## config.mk

```make
export PLATFORM = sky130hd
export DESIGN_NAME = fft_frame_gen
export DESIGN_NICKNAME = d
export VERILOG_FILES = /design/src/rtl/fft_frame_gen.sv
export SDC_FILE = /design/constraint.sdc
export NUM_CORES = 1
export LEC_CHECK = 0
export CORE_MARGIN = 3
export CORE_UTILIZATION = 23
export CTS_CLUSTER_SIZE = 8
export DETAILED_ROUTE_END_ITERATION = 10
export SLEW_MARGIN = 25
export SYNTH_ARGS = -nofsm -noshare
export SYNTH_HDL_FRONTEND = slang
export SYNTH_SLANG_ARGS = --single-unit
```

## constraint.sdc

```tcl
create_clock -name clk -period 3.4 [get_ports clk]
set_clock_uncertainty 0.05 [all_clocks]
set_input_delay 1.02 -clock clk [delete_from_list [all_inputs] [get_ports clk]]
set_output_delay 1.02 -clock clk [all_outputs]
set_load 0.02 [all_outputs]
```

## src/rtl/fft_frame_gen.sv

```systemverilog
// Frame generator: cuts a free-running sample stream into FRAME_LEN-beat AXI-Stream frames through a small FWFT FIFO.
// Optional input decimation is compiled in with FFT_FRAME_GEN_DECIM_EN.
module fft_frame_gen #(
  parameter int DW         = 16,
  parameter int FRAME_LEN  = 1024,
  parameter int FIFO_DEPTH = 16
`ifdef FFT_FRAME_GEN_DECIM_EN
  ,
  parameter int DECIM_W    = 8
`endif
) (
  input  logic               clk,
  input  logic               reset_n,
  input  logic [DW-1:0]      sample_in,
  input  logic               sample_valid,
  input  logic               arm,
  input  logic               continuous,
  input  logic               stop,
`ifdef FFT_FRAME_GEN_DECIM_EN
  input  logic [DECIM_W-1:0] decim,
`endif
  output logic [DW-1:0]      tdata_m,
  output logic               tvalid_m,
  output logic               tuser_m,
  output logic               tlast_m,
  input  logic               tready_m,
  output logic               busy,
  output logic               overflow,
  output logic [15:0]        frame_cnt
);

  localparam int IW = (FRAME_LEN > 1) ? $clog2(FRAME_LEN) : 1;
  localparam int AW = $clog2(FIFO_DEPTH);
  localparam logic [IW-1:0] LAST_IDX = IW'(FRAME_LEN - 1);

  typedef enum logic [1:0] {
    IDLE    = 2'd0,
    CAPTURE = 2'd1,
    DRAIN   = 2'd2
  } state_t;

  state_t state, state_nx;

  logic [IW-1:0] idx;
  logic          in_vld;
  logic [DW-1:0] in_data;
  logic          stop_lat;
  logic [AW:0]   wr_ptr, rd_ptr;
  logic [DW+1:0] mem [FIFO_DEPTH];
  logic [DW+1:0] rd_word;
  logic          fifo_empty, fifo_full, rd_en, wr_req, wr_en;
  logic          frame_end, restart, accept, dec_ok;

  // Output stream: tvalid_m && tready_m is a transfer; data/tags hold while tvalid_m && !tready_m.
  assign fifo_empty = (wr_ptr == rd_ptr);
  assign fifo_full  = (wr_ptr[AW] != rd_ptr[AW]) && (wr_ptr[AW-1:0] == rd_ptr[AW-1:0]);
  assign rd_en      = !fifo_empty && tready_m;
  assign wr_req     = in_vld && (state == CAPTURE);
  // A same-cycle read frees a slot, so a write into a full FIFO still lands.
  assign wr_en      = wr_req && (!fifo_full || rd_en);
  assign frame_end  = wr_en && (idx == LAST_IDX);
  assign restart    = continuous && !(stop_lat || stop);
  assign accept     = (state == CAPTURE) && sample_valid && dec_ok;

`ifdef FFT_FRAME_GEN_DECIM_EN
  logic [DECIM_W-1:0] dcnt, decim_lat;
  assign dec_ok = (dcnt == '0);

  always_ff @(posedge clk or negedge reset_n) begin
    if (!reset_n) begin
      dcnt      <= '0;
      decim_lat <= '0;
    end else if (state == IDLE && arm) begin
      dcnt      <= '0;
      decim_lat <= decim;
    end else if (state == CAPTURE && sample_valid) begin
      dcnt <= (dcnt == decim_lat) ? '0 : dcnt + 1'b1;
    end
  end
`else
  assign dec_ok = 1'b1;
`endif

  always_ff @(posedge clk or negedge reset_n) begin
    if (!reset_n) state <= IDLE;
    else          state <= state_nx;
  end

  always_comb begin
    state_nx = state;
    case (state)
      IDLE:    if (arm) state_nx = CAPTURE;
      CAPTURE: if (frame_end && !restart) state_nx = DRAIN;
      DRAIN:   if (fifo_empty && !in_vld) state_nx = IDLE;
      default: state_nx = IDLE;
    endcase
  end

  // idx tracks successful FIFO writes, so a dropped sample never consumes a frame slot.
  always_ff @(posedge clk or negedge reset_n) begin
    if (!reset_n) begin
      idx       <= '0;
      in_vld    <= 1'b0;
      in_data   <= '0;
      stop_lat  <= 1'b0;
      wr_ptr    <= '0;
      rd_ptr    <= '0;
      overflow  <= 1'b0;
      frame_cnt <= '0;
    end else begin
      in_vld <= accept;
      if (accept) in_data <= sample_in;
      if (state == IDLE && arm) begin
        idx      <= '0;
        overflow <= 1'b0;
      end else if (wr_en) begin
        idx <= frame_end ? '0 : idx + 1'b1;
      end
      if (wr_req && !wr_en) overflow <= 1'b1;
      stop_lat <= (state == CAPTURE) && (state_nx == CAPTURE) && (stop_lat || stop);
      if (wr_en) wr_ptr <= wr_ptr + 1'b1;
      if (rd_en) begin
        rd_ptr <= rd_ptr + 1'b1;
        if (rd_word[DW]) frame_cnt <= frame_cnt + 1'b1;
      end
    end
  end

  always_ff @(posedge clk) begin
    if (wr_en) mem[wr_ptr[AW-1:0]] <= {idx == '0, idx == LAST_IDX, in_data};
  end

  // Storage is never reset, so outputs are gated by tvalid_m to read zero when empty.
  assign rd_word  = mem[rd_ptr[AW-1:0]];
  assign tvalid_m = !fifo_empty;
  assign tdata_m  = tvalid_m ? rd_word[DW-1:0] : '0;
  assign tuser_m  = tvalid_m && rd_word[DW+1];
  assign tlast_m  = tvalid_m && rd_word[DW];
  assign busy     = (state != IDLE);

endmodule

```

==> impl_results.md <==
- # nets final: 864
- Clock sink total: ~350
- Placed wire-length estimate: 18,200 um
- Worst path arrival time: around 2700 ps
- Number of CTS-inserted buffers: between 40 and 50
- Final core occ: 0.303
- Boundary Pins: 60
- Vias in the first global route: between 7,000 and 8,000
- Root buf cell: clkbuf_16
- # Max-Cap Violations: 0
- Cell area after synthesis: 13,700 um2
- Maximum fanout along the worst path: 5
- Largest area contributor in the netlist: edfxtp_1
- WHS Endpoint: frame_cnt[15]
- Setup-failing EPs final: 18
- Final Hold Viols: 0
- Worst reg2reg startpoint: rd_ptr[0]
- Crit path cell chain: buf_12 > buf_12 > buf_6 > mux4_2 > mux4_2 > and2_4 > buf_6
- Share of layout cells above drive strength 1: 0.323
- Synth unique cells: around 50
- Top-count cell post-synth: edfxtp_1
- Synth Instances: between 600 and 700
- Via count: 7,052
- CTS tree: built
- Critical path required time: roughly 2300 ps
- IR Drop Worst-Case VDD: 426 uV
- Hold_buf cts: 0
- Number of synthesis warnings: 0
- Routing usage on met2: 0.163
- Design area: approximately 18,000 um2
- Pwr Total: approximately 15 mW
- Vias/cell: 4.31
- Largest net degree at the start of global routing: 26
- Total wire length: between 30,000 and 40,000 um
- Synth cell count leaders: edfxtp_1 (288), mux4_2 (88), dfrtp_1 (57)
- Ys flop type: edfxtp_1
- Antenna violations before repair: 1
- Die Area: approximately 63,000 um2
- Cell Rows: between 80 and 90
- RSZ-0062 raised after global routing: true
- Crit-path max cell delay: around 530 ps
- Static Leakage: 6.09 nW
- Hold Path Class: register to register
- Max Root-Sink Buffers: 3
- Post-route DRC: 0
- HP Start: frame_cnt[15]
- Multi-input combinational cell area: around 3500 um2
- Register area share after synthesis: 0.733
- Routed length per placed instance: 19.6 um
- Synth top area cells: edfxtp_1 (63%), mux4_2 (14%), dfrtp_1 (10%), mux2_2 (1.4%), xor2_1 (1.0%)
- Slew Viols, Final: 0
- Max_slew headroom: 0.374
- Sequential cell area: 10,100 um2
- Reg2reg setup slack: roughly 460 ps
- Least-Margin Pin Slew: 938 ps
- Placer Congestion: 0.740
- Post-DP Area: ~16,000 um2
- Synth Register Bits: around 350
- Starting DRT DRC Count: 507
- Post-synth top area share: 0.630
- Layout area overhead: 28.6%
- N_diodes: 0
- Chip Width: approximately 250 um
- Critical Path End Type: primary output
- Die Span Y: between 200 and 300 um
- Minimum clock period: 3790 ps
- Syn Nets: 712
- Max Clk Rate: roughly 260 MHz
- Fillers: roughly 5,700
- Final hold slack: 429 ps
- Clock slew at reported path FFs: around 50 ps
- Mean post-synth cell area: between 20 and 25 um2
- H-tree depth: 2
- Final Cycle Share: 1.12
- Outcome: complete, but fails checks
- Worst reg-to-reg path cell count: 9
- Antenna viol nets, final: 0
- Dpl ws: -262 ps
- Met3 Usage GRT: 0.0229
- First-pass GRT wire length: 48,500 um
- Worst setup path class: register to primary output
- Starting Density: 0.235
- Top Usage Layer GRT: met2
- CP startpoint kind: register
- Drt pass-1 iters: 4
- FFs w/ async S/R, synth: 0.165
- Core area: just under 60,000 um2
- Final Worst Setup Slack: -393 ps
- Pwr/cell area: between 800 and 900 nW/um2
- Number of synthesized flops with an enable pin: around 290
- PortBufs: 59
- WHS Path Cells: 1
- Failing checks: setup timing
- Critical R2R Capture: frame_cnt[1]
- Congestion Overflow GR: 0
- Worst-Skew Late Latency: between 500 and 600 ps
- CP max stage cell: dfrtp_4
- M1 GR Usage: 0.142
- Total Routing Usage GR: 0.102
kinds of logic after synthesis:
kind of cell / share of synthesized area
flops: 0.733
simple gates: 0.0481
mux: 0.163
buf+inv: 0.0138
xor+xnor: 0.0185
compound gates: 0.0159
fa+ha+maj: 0.00729
critical path, delay by kind of cell, from the launching register on:
| family | cells | cell delay [ps] |
|---|---|---|
| buf+inv | 4 | 530 |
| flops | 1 | 530 |
| simple gates | 1 | 160 |
| mux | 2 | 960 |
placed cells by master, fill, tap and decap left out, types with 4 or more instances in the layout:
cell type / instances
buf_12: 25
edfxtp_1: 288
clkbuf_1: 36
nand2_1: 21
nor2_1: 10
and2_1: 5
nor3_1: 7
buf_4: 33
o21ai_0: 6
nor4_1: 6
dfrtp_1: 54
inv_1: 11
ha_1: 8
xnor2_1: 12
mux4_2: 88
and3_1: 18
nand3_1: 14
and2_4: 15
buf_6: 24
clkdlybuf4s50_1: 39
mux2_2: 16
mux2i_1: 4
clkbuf_16: 50
xor2_1: 16
routing by layer:
| layer | share of wire | up-vias |
|---|---|---|
| met2 | 0.47 | 191 |
| met4 | 0.018 | 2 |
| met1 | 0.45 | 3740 |
| met3 | 0.061 | 43 |
| met5 | 0.00041 | - |
| li1 | - | 3076 |
worst max path at each step:
stage                     cells after the start  startpoint  slack, ps          end
after detailed placement                      9   rd_ptr[0]       -260  tdata_m[11]
after CTS                                     7   rd_ptr[0]       -430   tdata_m[5]
after floorplan                               4    tready_m        150    mem[3][0]
after global placement                        9   rd_ptr[0]       -230  tdata_m[11]
final                                         7   rd_ptr[0]       -390   tdata_m[2]
after global routing                          7   rd_ptr[0]       -450  tdata_m[15]
power breakdown:
group / internal [mW] / switching, mW / total [mW]
combinational: 2.98 / 2.40 / 5.38
sequential: 5.18 / 0.388 / 5.57
clock: 2.77 / 1.76 / 4.53
through the flow:
stage,cells,setup TNS (ps)
after floorplan,681,0
final,1636,-5060
after CTS,1630,-6700
after global routing,1636,-6590
after global placement,1521,-3470
after detailed placement,1521,-4110
flip-flops by register name, summed over array words and instances (netlist names):
name / flops
frame_cnt: 16
mem: 288
wr_ptr: 5
idx: 10
rd_ptr: 5
state: 2
stop_lat: 1
overflow: 1
in_data: 16
in_vld: 1
final cells by class:
class,count,share of cell area
Sequential cell,345,0.571
Multi-Input combinational cell,293,0.200
Timing Repair Buffer,132,0.0901
Clock buffer,85,0.0771
Tap cell,765,0.0542
Clock inverter,4,0.00461
Inverter,12,0.00255
repair_timing:
| item | CTS | global route |
|---|---|---|
| setup endpoints to repair | 19 | 19 |
| gates cloned | 4 | 1 |
| setup buffers | 16 | 6 |
| pin swaps | 12 | 3 |
| resized for setup | 131 | 16 |
No activity file was read; power rests on OpenSTA's default activity.
==> patch (config.mk and constraints unchanged) <==
The parameter `FIFO_DEPTH` goes from 16 to 32.
--- a/src/rtl/fft_frame_gen.sv
+++ b/src/rtl/fft_frame_gen.sv
@@ -5,3 +5,3 @@
   parameter int FRAME_LEN  = 1024,
-  parameter int FIFO_DEPTH = 16
+  parameter int FIFO_DEPTH = 32
 `ifdef FFT_FRAME_GEN_DECIM_EN
Function: same outputs for any inputs over 4 cycles, from zero or initial values and one cycle with reset_n low; that may be too few to reach the edited logic, so the function may still have changed.
==> patch against the original RTL <==
- the flow still finishes with violations (negative setup slack)
- final area is 80% higher
- total power increased by 80%
- cell count up 72%
- largest power group unchanged
- synthesized cell count increased by 67%
- non-clock buffer count rose by 70
- routed wire length is 97% higher
- worst setup slack got worse by 0.26 ns
- fmax down 6.5%
- sequential cell count grew 290
- synthesized area rose by 81%
- critical endpoint is now tdata_m[10]
- highest routed layer is now met4
==> patch: results (changes against the original RTL) <==
stage	metric	value	unit	change
final_layout	max reg flops	576		+100%
critical_path	crit path launch	rd_ptr[0]$_DFFE_PN0P_		
drt	initial drt markers	1155		+130%
placement	DP HPWL	37.1	mm	+100%
logic_synthesis	synth cell count leaders	edfxtp_1, mux4_2, dfrtp_1, and3_1, nor2_1		
timing	Final Setup Violations	19		+1
logic_synthesis	Synth cell types	40		-22%
global_routing	initial antenna violation count	1		unchanged
run_status	failing checks	negative setup slack		
clocking	H-tree levels	3		+1
logic_synthesis	Synth Area in XOR/XNOR	1.09	%	-0.76 points
global_routing	pin count of the biggest net entering global routing	42		+62%
global_routing	vias in the first global route	13100		+75%
logic_synthesis	asr flop ratio synth	9.29	%	-7.2 points
drt	DR vias	12500		+77%
logic_synthesis	Post-synth EDFFs	576		+100%
logic_synthesis	top cells by area, synth	edfxtp_1, mux4_2, dfrtp_1		
global_routing	first-pass GRT wire length	92.5	mm	+91%
final_layout	# fillers	10200		+79%
final_layout	ratio of cells with drive above 1 in the final layout	34.7	%	+2.5 points
logic_synthesis	Synth Area in Compound Gates	0.640	%	-0.95 points
timing	Worst Tran Pin Value	0.971	ns	+0.0326 ns
placement	Setup Slack @ Placement	-0.529	ns	-0.267 ns
power	VDD IR max	459	uV	+7.8%
clocking	Num CTS Buffers	89		+82%
global_routing	gr usage total	11.3	%	+1.0 points
power	Lkg Pwr	10.4	nW	+71%
logic_synthesis	Seq/Total Area, Yosys	75.6	%	+2.2 points
worst_hold_path	min-delay worst type	input port to asynchronous set/reset pin		
placement	RD Place Congestion	0.735		-0.72%
critical_path	Max stage delay on crit path	0.53	ns	about the same
drt	drt total wl	62.9	mm	+97%
logic_synthesis	Adder-Cell Fraction of Synth Area	0.403	%	-0.33 points
logic_synthesis	mux cell area share after synthesis	17.9	%	+1.6 points
timing	Setup WS post-layout	-0.657	ns	-0.264 ns
final_layout	final net count	1403		+62%
run_status	outcome	finished with violations		
clocking	clock slew at reported path FFs	0.05	ns	about the same
logic_synthesis	Net Count, Synth	1168		+64%
drt	drt first pass iters	5		+1
critical_path	Arrival @ worst endpoint	2.99	ns	+0.27 ns
critical_path	CP max FO	6		+1
clocking	Clk Latency, worst-skew pair	0.63	ns	+0.08 ns
critical_path	CP max-delay cell	mux4_2		
[patch: power by group]
part           internal [mW]  switching (mW)  total (mW)  leakage, nW
Sequential              9.76           0.780        10.5         5.90
Clock                   4.86            3.18        8.03         1.20
Combinational           4.88            4.48        9.36         3.30
[patch: cells by family after synthesis]
| family | count (synthesis) |
|---|---|
| and+or+nand+nor | 149 |
| DFF | 635 |
| buffers and inverters | 71 |
| muxes | 216 |
| AOI/OAI and AO/OA | 27 |
| adders and majority gates | 8 |
| xor gates and xnor gates | 31 |
[patch: metrics by stage]
stage	area (um^2)	TNS, ns	std cells	hold slack, ns
after floorplan	24900	0	1137	0.410
after global placement	28700	-6.91	2643	0.412
after detailed placement	28700	-7.02	2643	0.414
after CTS	31700	-12.92	2820	0.390
after global routing	31800	-12.26	2822	0.404
final	31800	-10.51	2822	0.378
[patch: what timing repair did]
action	4_1_cts	5_1_grt
cloned	7	0
resized for setup	134	24
pin swaps	8	4
buffers inserted	21	11
endpoints found under the setup margin	19	19
[patch: final cells by class]
class	count	area, um^2	area share (%)
clock buffer	145	2440	7.67
clock inverter	5	83.8	0.264
inverter	13	51.3	0.162
multi-input combinational	431	5970	18.8
sequential	635	18800	59.1
tap	1391	1740	5.48
timing repair buffer	202	2690	8.48
[patch: layer usage]
metal  vias to the layer above  wire length (um)  track usage [%]
li1                       5233                 -                -
met1                      6725             25900             14.5
met2                       403             31700             19.0
met3                       111              3900             2.44
met4                         0              1390             3.41
met5                         -                 0                0
[patch: path summary, 6_finish.rpt]
check / to / slack (ns) / cells past startpoint
hold reg to reg: frame_cnt[15]$_DFFE_PN0P_ / 0.42 / 1
max in group asynchronous: in_data[13]$_DFFE_PN0P_ / 2.21 / 2
setup / recovery: tdata_m[10] / -0.66 / 8
hold / removal: frame_cnt[15]$_DFFE_PN0P_ / 0.38 / 1
setup reg to reg: mem[10][13]$_DFFE_PP_ / 0.33 / 12
min in group clk: frame_cnt[15]$_DFFE_PN0P_ / 0.42 / 1
